[config.mk]
export PLATFORM = sky130hd
export DESIGN_NAME = io_responder_flat
export DESIGN_NICKNAME = d
export VERILOG_FILES = /design/src/rtl/io_responder_if.sv /design/src/rtl/io_responder.sv /design/src/flat_wrapper.sv
export SDC_FILE = /design/constraint.sdc
export NUM_CORES = 1
export LEC_CHECK = 0
export CORE_ASPECT_RATIO = 0.6
export CORE_MARGIN = 2
export CORE_UTILIZATION = 50
export CTS_CLUSTER_DIAMETER = 50
export CTS_CLUSTER_SIZE = 14
export DETAILED_ROUTE_END_ITERATION = 6
export HOLD_SLACK_MARGIN = 0.08
export MAX_ROUTING_LAYER = met4
export PLACE_DENSITY = 0.79
export SYNTH_ARGS = -nofsm -noshare
export SYNTH_HDL_FRONTEND = slang
export SYNTH_SLANG_ARGS = --single-unit
[constraint.sdc]
create_clock -name clk -period 4.1 [get_ports clk]
set_clock_uncertainty 0.2 [all_clocks]
set_input_delay 0.615 -clock clk [delete_from_list [all_inputs] [get_ports clk]]
set_output_delay 0.615 -clock clk [all_outputs]
set_load 0.005 [all_outputs]
[src/rtl/io_responder_if.sv]
// CPU port bus plus TX stream for io_responder; the CPU/bench side uses master,
// the responder uses slave.
interface io_responder_if;
  logic [15:0] base;
  logic [15:0] data;
  logic        flag;
  logic [15:0] in_data;
  logic [15:0] out_reg;
  logic [15:0] sw_in;
  logic [15:0] tx_data;
  logic        tx_valid;
  logic        tx_ready;

  // TX handshake: a word transfers on every rising edge where tx_valid and
  // tx_ready are both high; tx_valid never depends on tx_ready.
  modport master (
    output base, data, flag, sw_in, tx_ready,
    input  in_data, out_reg, tx_data, tx_valid
  );

  modport slave (
    input  base, data, flag, sw_in, tx_ready,
    output in_data, out_reg, tx_data, tx_valid
  );
endinterface

[src/rtl/io_responder.sv]
// Memory-mapped IO responder: output register, TX FIFO with overflow sticky,
// synchronised switch input and a registered read-back mux.
module io_responder #(
  parameter int FIFO_DEPTH = 8
) (
  input logic     clk,
  input logic     reset,
  io_responder_if.slave bus
);
  localparam int             PTR_W    = $clog2(FIFO_DEPTH);
  localparam logic [4:0]     DEPTH_C  = 5'(FIFO_DEPTH);
  localparam logic [PTR_W-1:0] PTR_ONE = PTR_W'(1);

  localparam logic [15:0] ADDR_OUT  = 16'h0000;
  localparam logic [15:0] ADDR_PUSH = 16'h0001;
  localparam logic [15:0] ADDR_SEL  = 16'h0002;
  localparam logic [15:0] ADDR_CLR  = 16'h0003;

  logic [15:0]      mem [FIFO_DEPTH];
  logic [PTR_W-1:0] rd_ptr;
  logic [PTR_W-1:0] wr_ptr;
  logic [4:0]       count;
  logic [4:0]       count_next;
  logic             overflow;
  logic [1:0]       rd_sel;
  logic [15:0]      wr_count;
  logic [15:0]      out_q;
  logic [15:0]      sync1;
  logic [15:0]      sync2;
  logic [15:0]      in_q;
  logic [15:0]      in_mux;
  logic [15:0]      status;

  logic wr_out;
  logic wr_push;
  logic wr_sel;
  logic wr_clr;
  logic wr_any;
  logic full;
  logic empty;
  logic pop;
  logic push_ok;
  logic ovf_set;

  assign wr_out  = bus.flag && (bus.base == ADDR_OUT);
  assign wr_push = bus.flag && (bus.base == ADDR_PUSH);
  assign wr_sel  = bus.flag && (bus.base == ADDR_SEL);
  assign wr_clr  = bus.flag && (bus.base == ADDR_CLR);
  assign wr_any  = bus.flag && (bus.base[15:2] == 14'd0);

  assign full    = (count == DEPTH_C);
  assign empty   = (count == 5'd0);
  assign pop     = !empty && bus.tx_ready;
  // A full FIFO still takes a push when the head leaves in the same cycle.
  assign push_ok = wr_push && (!full || pop);
  assign ovf_set = wr_push && full && !pop;

  always_comb begin
    count_next = count;
    if (push_ok && !pop) begin
      count_next = count + 5'd1;
    end else if (!push_ok && pop) begin
      count_next = count - 5'd1;
    end
  end

  assign status = {8'h00, overflow, empty, full, count};

  always_comb begin
    in_mux = sync2;
    case (rd_sel)
      2'd0:    in_mux = sync2;
      2'd1:    in_mux = status;
      2'd2:    in_mux = out_q;
      default: in_mux = wr_count;
    endcase
  end

  always_ff @(posedge clk) begin
    if (reset) begin
      rd_ptr   <= '0;
      wr_ptr   <= '0;
      count    <= 5'd0;
      overflow <= 1'b0;
      rd_sel   <= 2'd0;
      wr_count <= 16'h0000;
      out_q    <= 16'h0000;
      sync1    <= 16'h0000;
      sync2    <= 16'h0000;
      in_q     <= 16'h0000;
    end else begin
      count <= count_next;
      if (push_ok) wr_ptr <= wr_ptr + PTR_ONE;
      if (pop)     rd_ptr <= rd_ptr + PTR_ONE;
      // Clear wins over set if both were ever requested together.
      if (wr_clr) begin
        overflow <= 1'b0;
      end else if (ovf_set) begin
        overflow <= 1'b1;
      end
      if (wr_out) out_q  <= bus.data;
      if (wr_sel) rd_sel <= bus.data[1:0];
      if (wr_any) wr_count <= wr_count + 16'd1;
      sync1 <= bus.sw_in;
      sync2 <= sync1;
      in_q  <= in_mux;
    end
  end

  // Storage is not reset; only the pointers and count define its contents.
  always_ff @(posedge clk) begin
    if (!reset && push_ok) begin
      mem[wr_ptr] <= bus.data;
    end
  end

  assign bus.tx_data  = mem[rd_ptr];
  assign bus.tx_valid = !empty;
  assign bus.in_data  = in_q;
  assign bus.out_reg  = out_q;
endmodule
[src/flat_wrapper.sv]
// flat-port wrapper written by rule: the top's interface ports become plain ports
module io_responder_flat 
#(
  parameter int FIFO_DEPTH = 8
)
  (clk, reset, bus_base, bus_data, bus_flag, bus_sw_in, bus_tx_ready, bus_in_data, bus_out_reg, bus_tx_data, bus_tx_valid);
  io_responder_if bus_i ();
  input logic clk;
  input logic reset;
  input wire logic [$bits(bus_i.base)-1:0] bus_base;
  input wire logic [$bits(bus_i.data)-1:0] bus_data;
  input wire logic [$bits(bus_i.flag)-1:0] bus_flag;
  input wire logic [$bits(bus_i.sw_in)-1:0] bus_sw_in;
  input wire logic [$bits(bus_i.tx_ready)-1:0] bus_tx_ready;
  output wire logic [$bits(bus_i.in_data)-1:0] bus_in_data;
  output wire logic [$bits(bus_i.out_reg)-1:0] bus_out_reg;
  output wire logic [$bits(bus_i.tx_data)-1:0] bus_tx_data;
  output wire logic [$bits(bus_i.tx_valid)-1:0] bus_tx_valid;
  assign bus_i.base = bus_base;
  assign bus_i.data = bus_data;
  assign bus_i.flag = bus_flag;
  assign bus_i.sw_in = bus_sw_in;
  assign bus_i.tx_ready = bus_tx_ready;
  assign bus_in_data = bus_i.in_data;
  assign bus_out_reg = bus_i.out_reg;
  assign bus_tx_data = bus_i.tx_data;
  assign bus_tx_valid = bus_i.tx_valid;
  io_responder #(.FIFO_DEPTH(FIFO_DEPTH)) u_core (.clk(clk), .reset(reset), .bus(bus_i));
endmodule
==> impl_metrics.py <==
metrics = {
    "yosys": {
        "synth.distinct_cells": 41,
        "yosys-top-cells-area": "edfxtp_1, dfxtp_1, mux4_2",
        "syn_nets": 672,
        "synth_top_cell_by_area": "edfxtp_1",
        "synth_cells": 612,
        "syn-cell-area_um2": 8750,
        "syn_avg_cell_area_um2": 14.3,
        "ys.flop_type": "edfxtp_1",
        "async_reset_ff_share_pct": 0,
        "seq_area_frac_synth_pct": 66.1,
        "synth_edf_count": 128,
        "ys_ff_latch": 225,
        "yosysWarnings": 0,
        "synth_top_area_share_pct": 43.9,
    },
    "critical_path": {
        "rr_worst_depth": 10,
        "critPathMaxFanout": 6,
        "path_cells": "or4_1, o21ai_0, nor2_1, ha_1, inv_1, ha_1, a21oi_1, a211oi_1, a31oi_1, mux2_2",
        "endpoint_kind": "register",
        "rr_endpoint": "u_core.count[4]",
        "critPathLaunchType": "register",
        "path_delay_family": "compound AO/OA/AOI/OAI gates",
        "reg2reg_slack_ns": 0.43,
        "required_ns": 4.27,
        "criticalPathCategory": "register to register",
        "crit_top_cell": "ha_1",
        "r2r_start": "u_core.count[1]",
        "slowest_delay_ns": 0.69,
        "arrival_ns": 3.84,
        "slowest_stage": "or4_1",
        "path_buf_inv": 1,
    },
    "worst_hold_path": {
        "hp-start": "u_core.sync1[10]",
        "hold_path_end": "u_core.sync2[10]",
        "min_path_cells": 1,
        "holdCritPathClass": "register to register",
    },
    "flow_run": {
        "cap_viol_max_count": 0,
    },
    "die": {
        "die_w_um": 175,
        "start_util_pct": 51.1,
        "die_area_um2": 18600,
        "core_area_um2": 17100,
        "rows": 37,
        "chipHeight_um": 106,
        "io_pins": 101,
    },
    "power_and_ir_drop": {
        "p_leak_nw": 3.41,
        "ir_worst_vdd_mv": 0.224,
        "powerDensity_nw_per_um2": 460,
    },
    "layout": {
        "postLayoutCoreUtil_pct": 62.0,
        "layout_common_cells": "edfxtp_1, clkdlybuf4s50_1, dfxtp_1",
        "n_antenna_cell": 0,
        "regMostFlops": "u_core.mem",
        "syn2layout_area_growth_pct": 21.4,
        "drive_gt1_share_pct": 14.3,
        "largest_reg_flops": 128,
        "nNetsFinal": 768,
        "num-fill-cells": 1258,
        "layout_commonest_cell": "edfxtp_1",
    },
    "route": {
        "ant_nets": 0,
        "viasPerCell": 5.81,
        "routedWlPerCell_um": 20.2,
        "drc": 2,
        "drtIter0Drc": 530,
        "num_vias": 5542,
        "dr.pass1.iters": 7,
        "wl_um": 19300,
    },
    "timing": {
        "rsz0062_at_grt": "no",
        "layout_min_cycle_time_ns": 3.67,
        "hold_ws_ns": 0.229,
        "worst_pin_slew_ns": 1.14,
        "finalCritPeriodShare_pct": 89.5,
        "fmax_mhz": 272,
        "setup-tns-final_ns": 0,
        "setup_viol": 0,
        "slew_viol_final": 0,
        "relSlewSlack_pct": 24.0,
        "hold_viol": 0,
    },
    "global_route": {
        "grt_pass1_vias": 5384,
        "grt_max_degree": 58,
        "grt_pass1_wl_um": 30100,
        "antenna_found_initial": 0,
        "grt_use_total_pct": 21.6,
        "gr-total-overflow": 0,
    },
    "clocking": {
        "htreeDepth": 1,
        "cts_buffers": 20,
        "clkTransAtPathRegs_ns": 0.07,
        "clk_latency_ns": 0.49,
        "cts-root-buf": "clkbuf_16",
        "postCtsSetupBuffers": 0,
        "cts.path.max_buffers": 3,
        "cts-hold-fix-buffers": 0,
        "clock-sinks": 225,
        "tritoncts": "built",
        "post_cts_resized": 0,
    },
    "status": {
        "outcome": "finished, violations left",
        "violations": "design-rule violations",
    },
    "placement": {
        "gp_congestion": 0.876,
        "port_buffers": 100,
        "dp_hpwl_um": 12700,
    },
}
## how the worst max path moves through the flow
stage                     slack [ns]  depth (start not counted)            start                to
after global placement          0.11                         11      bus_base[3]   u_core.count[4]
final                           0.43                         10  u_core.count[1]   u_core.count[4]
after floorplan                 0.09                          5      bus_base[3]  u_core.mem[4][0]
after detailed placement       0.005                         11      bus_base[4]   u_core.count[4]
after global routing            0.20                         10  u_core.count[1]   u_core.count[4]
after CTS                       0.49                         11      bus_base[4]   u_core.count[4]
## synthesized netlist by cell type, types with 6 or more instances
cell	n
nand2_1	10
nor4_1	6
o21ai_0	25
mux4_2	37
a21oi_1	40
dfxtp_1	97
ha_1	7
nand3_1	27
mux2i_1	10
clkbuf_1	32
buf_1	7
a31oi_1	10
nor2b_1	43
edfxtp_1	128
or4_1	15
nor2_1	37
mux2_2	18
o31ai_1	13
## kinds of logic after synthesis
kind of cell	synth area share (%)
XOR/XNOR	0.501
buffers and inverters	2.10
adder cells (fa/ha/maj)	1.23
AO/OA/AOI/OAI	6.42
AND/OR/NAND/NOR	10.6
flip-flops	66.1
multiplexers	13.0
## cell type report
cell class | count | area, µm² | share of cell area (%)
Clock buffer | 33 | 571 | 5.37
Clock inverter | 1 | 16.3 | 0.153
Multi-Input combinational cell | 342 | 2810 | 26.4
Timing Repair Buffer | 115 | 1140 | 10.7
Tap cell | 234 | 293 | 2.76
Inverter | 4 | 15.0 | 0.141
Sequential cell | 225 | 5790 | 54.5
## layer usage
layer / vias up / track usage (%) / wire length [µm] / share of wire [%]
met4: 0 / 5.12 / 318 / 1.7
met5: - / - / 0 / 0
met1: 2751 / 31.1 / 8620 / 45
met3: 27 / 5.33 / 1760 / 9.1
met2: 240 / 31.3 / 8570 / 44
li1: 2524 / - / - / -
## worst reg2reg max path, stage by stage, from the launching register on
cell,delay [ns]
dfxtp_1,0.39
or4_1,0.69
o21ai_0,0.62
nor2_1,0.09
ha_1,0.22
inv_1,0.16
ha_1,0.30
a21oi_1,0.21
a211oi_1,0.12
a31oi_1,0.18
mux2_2,0.35
## power breakdown
| group | leakage (nW) | switching [W] | internal (W) |
|---|---|---|---|
| clock network | 0.280 | 0.000772 | 0.000953 |
| registers | 1.94 | 0.0000377 | 0.00242 |
| logic | 1.19 | 0.000305 | 0.000398 |
| total | 3.41 | 0.00111 | 0.00378 |
## stage by stage
stage	area, µm²	cells	total power [W]	setup slack [ns]
finish	10600	954	0.00489	0.429
detailed placement	10000	920	0.00322	0.00470
CTS	10600	954	0.00494	0.494
global route	10600	954	0.00507	0.204
global placement	10000	920	0.00320	0.112
floorplan	8760	612	0.00293	0.0871
Note: power is estimated with default switching activity, not from simulation.
